## config.mk

```make
export PLATFORM = sky130hd
export DESIGN_NAME = sine_rom_reader_flat
export DESIGN_NICKNAME = d
export VERILOG_FILES = /design/src/rtl/sine_rom_reader_if.sv /design/src/rtl/sine_rom_reader.sv /design/src/flat_wrapper.sv
export SDC_FILE = /design/constraint.sdc
export NUM_CORES = 1
export LEC_CHECK = 0
export ABC_AREA = 1
export BUFFER_PORTS_ARGS = -buffer_cell sky130_fd_sc_hd__buf_4
export CAP_MARGIN = 10
export CORE_ASPECT_RATIO = 1.4
export CORE_UTILIZATION = 54
export DETAILED_ROUTE_END_ITERATION = 8
export PLACE_DENSITY = 0.8
export SLEW_MARGIN = 20
export SYNTH_ARGS = -nofsm -noshare
export SYNTH_HDL_FRONTEND = slang
export SYNTH_SLANG_ARGS = --single-unit
```

## constraint.sdc

```tcl
create_clock -name clk -period 2.1 [get_ports clk]
set_clock_uncertainty 0.1 [all_clocks]
set_input_delay 0.105 -clock clk [delete_from_list [all_inputs] [get_ports clk]]
set_output_delay 0.105 -clock clk [all_outputs]
set_load 0.02 [all_outputs]
```

## src/rtl/sine_rom_reader_if.sv

```systemverilog
// sine_rom_reader_if: bundles the ROM read port and the sample stream of sine_rom_reader.
//   Parameters: WIDTH (ROM word / sample width), AW (ROM address width).
//   ROM side   : rom_en, rom_address (reader -> ROM), rom_data (ROM -> reader, registered).
//   Stream side: s_data, s_valid (reader -> consumer), s_ready (consumer -> reader).
//   modport master: the reader. modport slave: the ROM plus the sample consumer.
interface sine_rom_reader_if #(
  parameter int WIDTH = 32,
  parameter int AW    = 6
);
  logic             rom_en;
  logic [AW-1:0]    rom_address;
  logic [WIDTH-1:0] rom_data;
  logic [WIDTH-1:0] s_data;
  logic             s_valid;
  logic             s_ready;

  modport master (
    output rom_en, rom_address, s_data, s_valid,
    input  rom_data, s_ready
  );

  modport slave (
    input  rom_en, rom_address, s_data, s_valid,
    output rom_data, s_ready
  );
endinterface

```

## src/rtl/sine_rom_reader.sv

```systemverilog
// sine_rom_reader: phase-accumulator sequencer for a synchronous sine lookup ROM.
//   Each sample walks IDLE/READ -> WAIT -> VALID: a ROM read is issued in READ at the address
//   taken from the phase accumulator, the registered ROM word is captured in WAIT, and the
//   sample is held in VALID until the consumer accepts it.
// Ports:
//   clk  : clock, rising edge.
//   rst  : asynchronous active-high reset.
//   run  : level enable; sampled in IDLE and at the VALID transfer.
//   fcw  : phase increment, applied at each READ.
//   bus  : sine_rom_reader_if.master (ROM read port + valid/ready sample stream).
// Build option: define SINE_QUARTER_WAVE_EN for a quarter-period ROM of unsigned magnitudes
//   (address mirroring and sign restoration); otherwise the ROM holds a full signed period.
module sine_rom_reader #(
  parameter int WIDTH = 32,
  parameter int DEPTH = 64,
  parameter int ACC_W = 24
) (
  input  logic               clk,
  input  logic               rst,
  input  logic               run,
  input  logic [ACC_W-1:0]   fcw,
  sine_rom_reader_if.master  bus
);

  localparam int AW = $clog2(DEPTH);

  typedef enum logic [1:0] {StIdle, StRead, StWait, StValid} state_e;

  state_e           state_q, state_d;
  logic [ACC_W-1:0] phase_q;
  logic             rom_en_q;
  logic [AW-1:0]    rom_addr_q;
  logic [WIDTH-1:0] s_data_q;
  logic [AW-1:0]    addr_next;
  logic [WIDTH-1:0] mapped;

  always_comb begin
    state_d = state_q;
    unique case (state_q)
      StIdle:  if (run) state_d = StRead;
      StRead:  state_d = StWait;
      StWait:  state_d = StValid;
      StValid: if (bus.s_ready) state_d = run ? StRead : StIdle;
      default: state_d = StIdle;
    endcase
  end

`ifdef SINE_QUARTER_WAVE_EN
  // Only the sign half of the quadrant is needed once READ has chosen the address.
  logic          quad_hi_q;
  logic [1:0]    quad_cur;
  logic [AW-1:0] idx;

  assign quad_cur = phase_q[ACC_W-1 -: 2];
  assign idx      = phase_q[ACC_W-3 -: AW];
  // Odd quadrants run the table backwards; ~idx gives DEPTH-1..0 exactly.
  assign addr_next = quad_cur[0] ? ~idx : idx;
  assign mapped    = quad_hi_q ? (WIDTH'(0) - bus.rom_data) : bus.rom_data;

  always_ff @(posedge clk or posedge rst) begin
    if (rst) begin
      quad_hi_q <= 1'b0;
    end else if (state_q == StRead) begin
      quad_hi_q <= quad_cur[1];
    end
  end
`else
  assign addr_next = phase_q[ACC_W-1 -: AW];
  assign mapped    = bus.rom_data;
`endif

  always_ff @(posedge clk or posedge rst) begin
    if (rst) begin
      state_q    <= StIdle;
      phase_q    <= '0;
      rom_en_q   <= 1'b0;
      rom_addr_q <= '0;
      s_data_q   <= '0;
    end else begin
      state_q <= state_d;
      // Address/enable are registered on entry to READ. phase_q only moves at the READ edge,
      // so the value seen here is the one READ is meant to use.
      rom_en_q   <= (state_d == StRead);
      rom_addr_q <= (state_d == StRead) ? addr_next : '0;
      if (state_q == StRead) phase_q  <= phase_q + fcw;
      if (state_q == StWait) s_data_q <= mapped;
    end
  end

  assign bus.rom_en      = rom_en_q;
  assign bus.rom_address = rom_addr_q;
  assign bus.s_data      = s_data_q;
  assign bus.s_valid     = (state_q == StValid);

endmodule
```

## src/flat_wrapper.sv

```systemverilog
// flat-port wrapper written by rule: the top's interface ports become plain ports
module sine_rom_reader_flat 
#(
  parameter int WIDTH = 32,
  parameter int DEPTH = 64,
  parameter int ACC_W = 24
)
  (clk, rst, run, fcw, bus_rom_en, bus_rom_address, bus_s_data, bus_s_valid, bus_rom_data, bus_s_ready);
  sine_rom_reader_if #(.WIDTH(WIDTH)) bus_i ();
  input  logic clk;
  input  logic rst;
  input  logic run;
  input  logic [ACC_W-1:0] fcw;
  output wire logic [$bits(bus_i.rom_en)-1:0] bus_rom_en;
  output wire logic [$bits(bus_i.rom_address)-1:0] bus_rom_address;
  output wire logic [$bits(bus_i.s_data)-1:0] bus_s_data;
  output wire logic [$bits(bus_i.s_valid)-1:0] bus_s_valid;
  input wire logic [$bits(bus_i.rom_data)-1:0] bus_rom_data;
  input wire logic [$bits(bus_i.s_ready)-1:0] bus_s_ready;
  assign bus_rom_en = bus_i.rom_en;
  assign bus_rom_address = bus_i.rom_address;
  assign bus_s_data = bus_i.s_data;
  assign bus_s_valid = bus_i.s_valid;
  assign bus_i.rom_data = bus_rom_data;
  assign bus_i.s_ready = bus_s_ready;
  sine_rom_reader #(.WIDTH(WIDTH), .DEPTH(DEPTH), .ACC_W(ACC_W)) u_core (.clk(clk), .rst(rst), .run(run), .fcw(fcw), .bus(bus_i));
endmodule
```

==> results of run 1 <==
## through the flow
step	instance area, sq um	std cells	hold WS [ps]	total power (W)	util (%)
floorplan	4123	548	114.6	0.005705	-
global placement	5006	742	159.9	0.007092	68.01
detailed placement	5006	742	165.5	0.007282	68.01
CTS	5584	792	36.41	0.008587	75.86
global route	5592	793	82.52	0.009428	75.96
finish	5592	793	41.22	0.008798	75.96
## logic make-up (layout without fill, tap and decap cells)
| group | count (synthesis) | count (layout) | synth area share, % |
|---|---|---|---|
| AND/OR/NAND/NOR | 297 | 297 | 30.62 |
| XOR/XNOR | 7 | 7 | 1.487 |
| adder cells (fa/ha/maj) | 24 | 24 | 7.466 |
| buffers and inverters | 100 | 247 | 9.317 |
| other | 0 | 1 | 0 |
| multiplexers | 32 | 32 | 8.741 |
| flip-flops | 65 | 65 | 39.45 |
| AO/OA/AOI/OAI | 23 | 23 | 2.914 |
## sequential cells by signal (all words and copies together), names as in the netlist
register / count
u_core.state_q: 2
u_core.bus.rom_address: 6
u_core.phase_q: 24
u_core.bus.s_data: 32
u_core.bus.rom_en: 1
## Yosys cell counts
master    number
a21oi_1       11
a21oi_2        1
a31oi_1        1
and2_1         1
buf_2          4
buf_4          1
clkbuf_1       3
dfrtp_1       65
fa_1           1
ha_1          23
inv_1         90
inv_2          2
mux2_2        32
nand2_1      203
nand2_2        6
nand3_1       29
nand3_2        3
nand3b_1       5
nand4_1        6
nor2_1        33
nor2_2         5
nor2_4         3
nor3_1         1
o21ai_0        8
o21ai_1        2
or2_1          2
xnor2_1        6
xor2_1         1
## worst reg2reg max path: cells and delay by family, from the launching register on
kind,cells,cell delay [ps]
fa+ha+maj,1,400
simple gates,9,930
flops,1,430
## layout make-up
cell class | count | share of cell area [%]
Multi-Input combinational cell | 383 | 37.86
Sequential cell | 65 | 29.09
Timing Repair Buffer | 140 | 20.59
Inverter | 92 | 6.176
Clock buffer | 11 | 2.708
Tap cell | 97 | 2.171
Clock inverter | 4 | 1.365
Antenna cell | 1 | 0.04475
## cell usage in the layout (no fill, tap or decap), types with 2 or more instances in the layout
cell | synthesis | routed
a21oi_1 | 11 | 11
buf_4 | 1 | 104
bufinv_16 | 0 | 2
clkbuf_8 | 0 | 11
dfrtp_1 | 65 | 65
dlygate4sd3_1 | 0 | 35
ha_1 | 23 | 22
inv_1 | 90 | 89
inv_2 | 2 | 3
mux2_2 | 32 | 32
nand2_1 | 203 | 203
nand2_2 | 6 | 6
nand3_1 | 29 | 29
nand3_2 | 3 | 3
nand3b_1 | 5 | 5
nand4_1 | 6 | 6
nor2_1 | 33 | 33
nor2_2 | 5 | 5
nor2_4 | 3 | 3
o21ai_0 | 8 | 8
o21ai_1 | 2 | 2
or2_1 | 2 | 2
xnor2_1 | 6 | 6
## power groups by stage
| stage | logic, W | clock network (W) | registers [W] |
|---|---|---|---|
| final | 0.00524 | 0.00126 | 0.00230 |
| after global routing | 0.00575 | 0.00131 | 0.00237 |
| after CTS | 0.00512 | 0.00124 | 0.00222 |
| after detailed placement | 0.00504 | 0 | 0.00225 |
| after global placement | 0.00490 | 0 | 0.00219 |
| after floorplan | 0.00308 | 0 | 0.00262 |
## worst max path at each step
| stage | from | end | cells after the start |
|---|---|---|---|
| after detailed placement | u_core.phase_q[0] | u_core.phase_q[22] | 10 |
| final | fcw[0] | u_core.phase_q[20] | 11 |
| after CTS | fcw[0] | u_core.phase_q[22] | 12 |
| after global placement | u_core.phase_q[0] | u_core.phase_q[22] | 10 |
| after global routing | u_core.phase_q[19] | u_core.phase_q[21] | 10 |
| after floorplan | rst | u_core.bus.rom_address[0] | 1 |
## timing repair
item / in CTS / in global routing
hold endpoints to repair: 67 / 0
hold buffers: 35 / 0
setup buffers: 0 / 0
setup endpoints to repair: 0 / 5
gates resized for setup: 0 / 2
## routing by layer
layer  vias to the layer above  global-route usage, %  part of all wire [%]
li1                       1980                      -                     -
met1                      1878                  33.37                    34
met2                       188                  58.53                    52
met3                        71                  11.09                   7.2
met4                         0                  25.26                   6.4
met5                         -                      0                     0
==> flow_summary.toml, run 1 <==
[timing]
setup_slack_ps = 129.9
tns_ps = 0
max-slew-margin-rel_pct = 49.84
slew_viol_final = 0
rsz0062_at_grt = "no"
worst_pin_slew_ps = 751.4
timing.final.crit_period_ps = 1970
period_share_pct = 93.81
hold_viol = 0
setup_viol = 0
fmax_mhz = 507.6

[critical_path]
path_buf_inv = 2
reg2reg_to = "u_core.phase_q[23]"
cp_cell_sequence = "dlygate4sd3_1 -> buf_4 -> ha_1 -> fa_2 -> nand2_1 -> nand2_1 -> and2_1 -> nand3_1 -> nand4_1 -> nand3_1 -> nand2_1"
crit_path_max_fanout = 4
slowest_delay_ps = 530
crit_path_frequent_cell = "nand2_1"
required_ps = 2250
timing.rr.start = "u_core.phase_q[21]"
crit_path_start_kind = "input pin"
cp.arrival_ps = 2120
crit_path_top_delay_cell = "dlygate4sd3_1"
critical_path_class = "in -> reg"
rrSetupSlack_ps = 140
crit_family = "simple AND/OR/NAND/NOR gates"
worstSetupEndpointType = "flip-flop"
reg2regPathDepth = 10

[min_path]
hp-class = "in -> reg"
min_path_cells = 4
hold_end = "u_core.state_q[1]"
min_from = "bus_s_ready"

[global_route]
overflow = 0
grt_max_degree = 35
grt_pass1_vias = 4228
antenna_found_initial = 1
grt_use_total_pct = 34.52
grt_pass1_wl_microns = 20020

[yosys]
syn_nets = 632
netlist_area_sq_um = 4123
yosys_warnings = 0
yosys.area.top_type = "dfrtp_1"
synth_top_area_share_pct = 39.45
ys_seq_area_share_pct = 39.45
synth_cell_type_count = 28
syn_inst = 548
synth-seq-cells = 65
synth_area_per_cell_sq_um = 7.523
yosys-top-cells-area = "dfrtp_1 (39%), nand2_1 (18%), mux2_2 (8.7%), inv_1 (8.2%), ha_1 (7.0%)"

[placed_design]
port_buffers = 99
place_congestion = 1.022
dp_hpwl_microns = 8246
dp_slack_ps = 131.2

[cts]
cts_root_buffer = "clkbuf_8"
htreeDepth = 3
tritoncts = "done"
clockBufferDepth = 2
cts.sinks = 65
clkLatencyLatePin_ps = 360
clkTransAtPathRegs_ps = 80
cts_buffers = 9

[finish]
drive_gt1_share_pct = 25.18
nets = 775
fillers = 527
multi_input_area_sq_um = 2117
ff_latch_area_sq_um = 1627
area_growth_pct = 35.63

[floorplanning]
start_util_pct = 56.01
placementRows = 37
die_w_microns = 75.85
fp.coreArea_sq_um = 7361
io_pins = 100
die_h_microns = 105.4
die_area_sq_um = 7993

[detailed_routing]
drt_pass1_iterations = 5
drcViolationCount = 0
post_drt_wl_per_cell_microns = 16.19
vias = 4117
ant_nets = 0
drtIter0Drc = 236
wl_microns = 12840
via_per_inst = 5.192

[power_and_ir_drop]
p_sw_w = 0.004090
power_switching_share_pct = 46.49
p_leak_nw = 3.074
combinationalPowerShare_pct = 59.5
power_frac_seq_pct = 26.2
peakVddDrop_mv = 0.6812
power.share.clock_pct = 14.3
power_density_nw_per_um2 = 1573
p_int_w = 0.004708

[run]
drv_cap = 0

[run_status]
outcome = "completed"
(Power assumes the default switching activity.)
==> run 2, diff against run 1 <==
--- a/config.mk
+++ b/config.mk
@@ -6,7 +6,7 @@
 export NUM_CORES = 1
 export LEC_CHECK = 0
 export ABC_AREA = 1
-export BUFFER_PORTS_ARGS = -buffer_cell sky130_fd_sc_hd__buf_4
+export BUFFER_PORTS_ARGS = -buffer_cell sky130_fd_sc_hd__buf_2
 export CAP_MARGIN = 10
 export CORE_ASPECT_RATIO = 1.4
 export CORE_UTILIZATION = 54
==> run 2 against run 1 <==
  * Clock power is 15% lower
  * Count of clock-buffer cells in the layout is 1 lower
  * Sequential share of layout area is 1.5 points higher
  * Register-to-register slack worse by 20 ps
  * Utilization is 3.8 points lower
  * Total power is 5.7% lower
  * Flip-flop and latch count stayed put
  * Cell area is 5.0% lower
  * Worst hold slack worse by 9.6 ps
  * Combinational power is 5.3% lower
  * Global-route usage is 3.0 points lower
  * Critical endpoint is now u_core.phase_q[22]
  * Largest cell class unchanged
  * Highest routed layer unchanged
==> flow_summary.toml, run 2 (same netlist as run 1, synthesis figures left out) <==
[critical_path]
crit_path_start_kind = "input pin"
cp.arrival_ps = 2150
critical_path_class = "in -> reg"
cp_cell_sequence = "dlygate4sd3_1 -> buf_2 -> ha_1 -> fa_2 -> nand2_1 -> nand2_1 -> nand3_1 -> nand2_1 -> nand2_1 -> nand4_1 -> nand3_1 -> nand2_1"
crit_path_frequent_cell = "nand2_1"
crit_path_top_delay_cell = "dlygate4sd3_1"
slowest_delay_ps = 530
reg2regPathDepth = 10
crit_path_max_fanout = 4
required_ps = 2250
worstSetupEndpointType = "flip-flop"

[cts]
cts_setup_buffers = 0
tritoncts = "done"
clkLatencyLatePin_ps = 360
clkTransAtPathRegs_ps = 80
clockBufferDepth = 2
htreeDepth = 3
cts.sinks = 65
cts_buffers = 9
cts_root_buffer = "clkbuf_8"

[timing]
worst_pin_slew_ps = 718.4
rsz0062_at_grt = "no"
hold_viol = 0
tns_ps = 0
period_share_pct = 95.06
fmax_mhz = 500.9
setup_viol = 0
timing.final.crit_period_ps = 1996
slew_viol_final = 0
max-slew-margin-rel_pct = 52.04

[placed_design]
place_congestion = 0.9456
dp_hpwl_microns = 7825
port_buffers = 99

[detailed_routing]
via_per_inst = 5.048
wl_microns = 11620
top_layer = "met4"
wl_met1_microns = 4236
vias = 3998
post_drt_wl_per_cell_microns = 14.67
drt_pass1_iterations = 4
wl_met2_microns = 6200
drtIter0Drc = 260
drcViolationCount = 0
routed-wl-met3_microns = 616
ant_nets = 0

[global_route]
grt_use_total_pct = 31.55
grt_pass1_wl_microns = 18570
grt_max_degree = 35
overflow = 0
grt_pass1_vias = 4157
antenna_found_initial = 0

[finish]
drive_gt1_share_pct = 24.89
nets = 774
area_growth_pct = 28.80
layout_commonest_cell = "nand2_1"
final_util_pct = 72.14
largest_register_ff_count = 32
diodes = 0
multi_input_area_sq_um = 2115
mostFrequentLayoutCells = "nand2_1 (203), buf_2 (99), inv_1 (89)"
ff_latch_area_sq_um = 1627
fillers = 565

[min_path]
min_path_cells = 4
hp-class = "in -> reg"

[power_and_ir_drop]
power_density_nw_per_um2 = 1562
p_leak_nw = 2.974
peakVddDrop_mv = 1.043

[floorplanning]
fp.coreArea_sq_um = 7361
start_util_pct = 56.01
die_h_microns = 105.4
placementRows = 37
die_w_microns = 75.85
die_area_sq_um = 7993
io_pins = 100

[run_status]
outcome = "completed"

[run]
drv_cap = 0
## run 2: changes by cell type in the layout (fill, tap and decap cells not counted), sizes merged
cell      before  now
buf          105  104
bufinv         2    1
clkbuf        11   10
clkinvlp       1    3
diode          1    0
inv           92   93
## run 2: layout make-up
cell class | instances | area share [%]
Inverter | 92 | 6.503
Multi-Input combinational cell | 383 | 39.82
Tap cell | 97 | 2.286
Clock buffer | 10 | 2.403
Clock inverter | 6 | 1.249
Timing Repair Buffer | 139 | 17.11
Sequential cell | 65 | 30.63
## run 2: report_power, final
group / internal [W] / switching [W]
sequential: 0.00188 / 0.000374
clock: 0.000550 / 0.000525
combinational: 0.00187 / 0.00309
## run 2: layer usage
metal	GRT usage, %	vias up
met5	0	-
met4	20.63	0
met3	6.692	44
met2	55.25	156
met1	32.17	1811
li1	-	1987
## run 2: repair_timing
action	in CTS	in global routing
endpoints found under the hold margin	67	0
endpoints found under the setup margin	0	4
hold buffers	35	0
gates resized for setup	0	1
## run 2: stage by stage
step	area (sq um)	instances	setup slack, ps	power [W]	hold WS [ps]
floorplan	4123	548	268.5	0.005705	114.6
global placement	4763	741	177.9	0.006844	149.2
detailed placement	4763	741	92.48	0.006999	165.2
CTS	5308	792	69.66	0.008132	17.19
global route	5310	792	1.933	0.008987	44.34
finish	5310	792	103.8	0.008293	31.65
## run 2: path summary, 6_finish.rpt
path | start | to | slack (ps)
max reg2reg | u_core.phase_q[0] | u_core.phase_q[22] | 120
max | fcw[0] | u_core.phase_q[22] | 100
min reg2reg | u_core.phase_q[13] | u_core.phase_q[13] | 390
max in group asynchronous | rst | u_core.bus.rom_address[0] | 950
min in group asynchronous | rst | u_core.bus.s_data[5] | 310
min | bus_s_ready | u_core.state_q[1] | 30
## run 2: worst max-delay path, delay by kind of cell
| kind | cells | cell delay (ps) |
|---|---|---|
| AND/OR/NAND/NOR | 8 | 770 |
| buffers and inverters | 2 | 650 |
| adder cells (fa/ha/maj) | 2 | 630 |
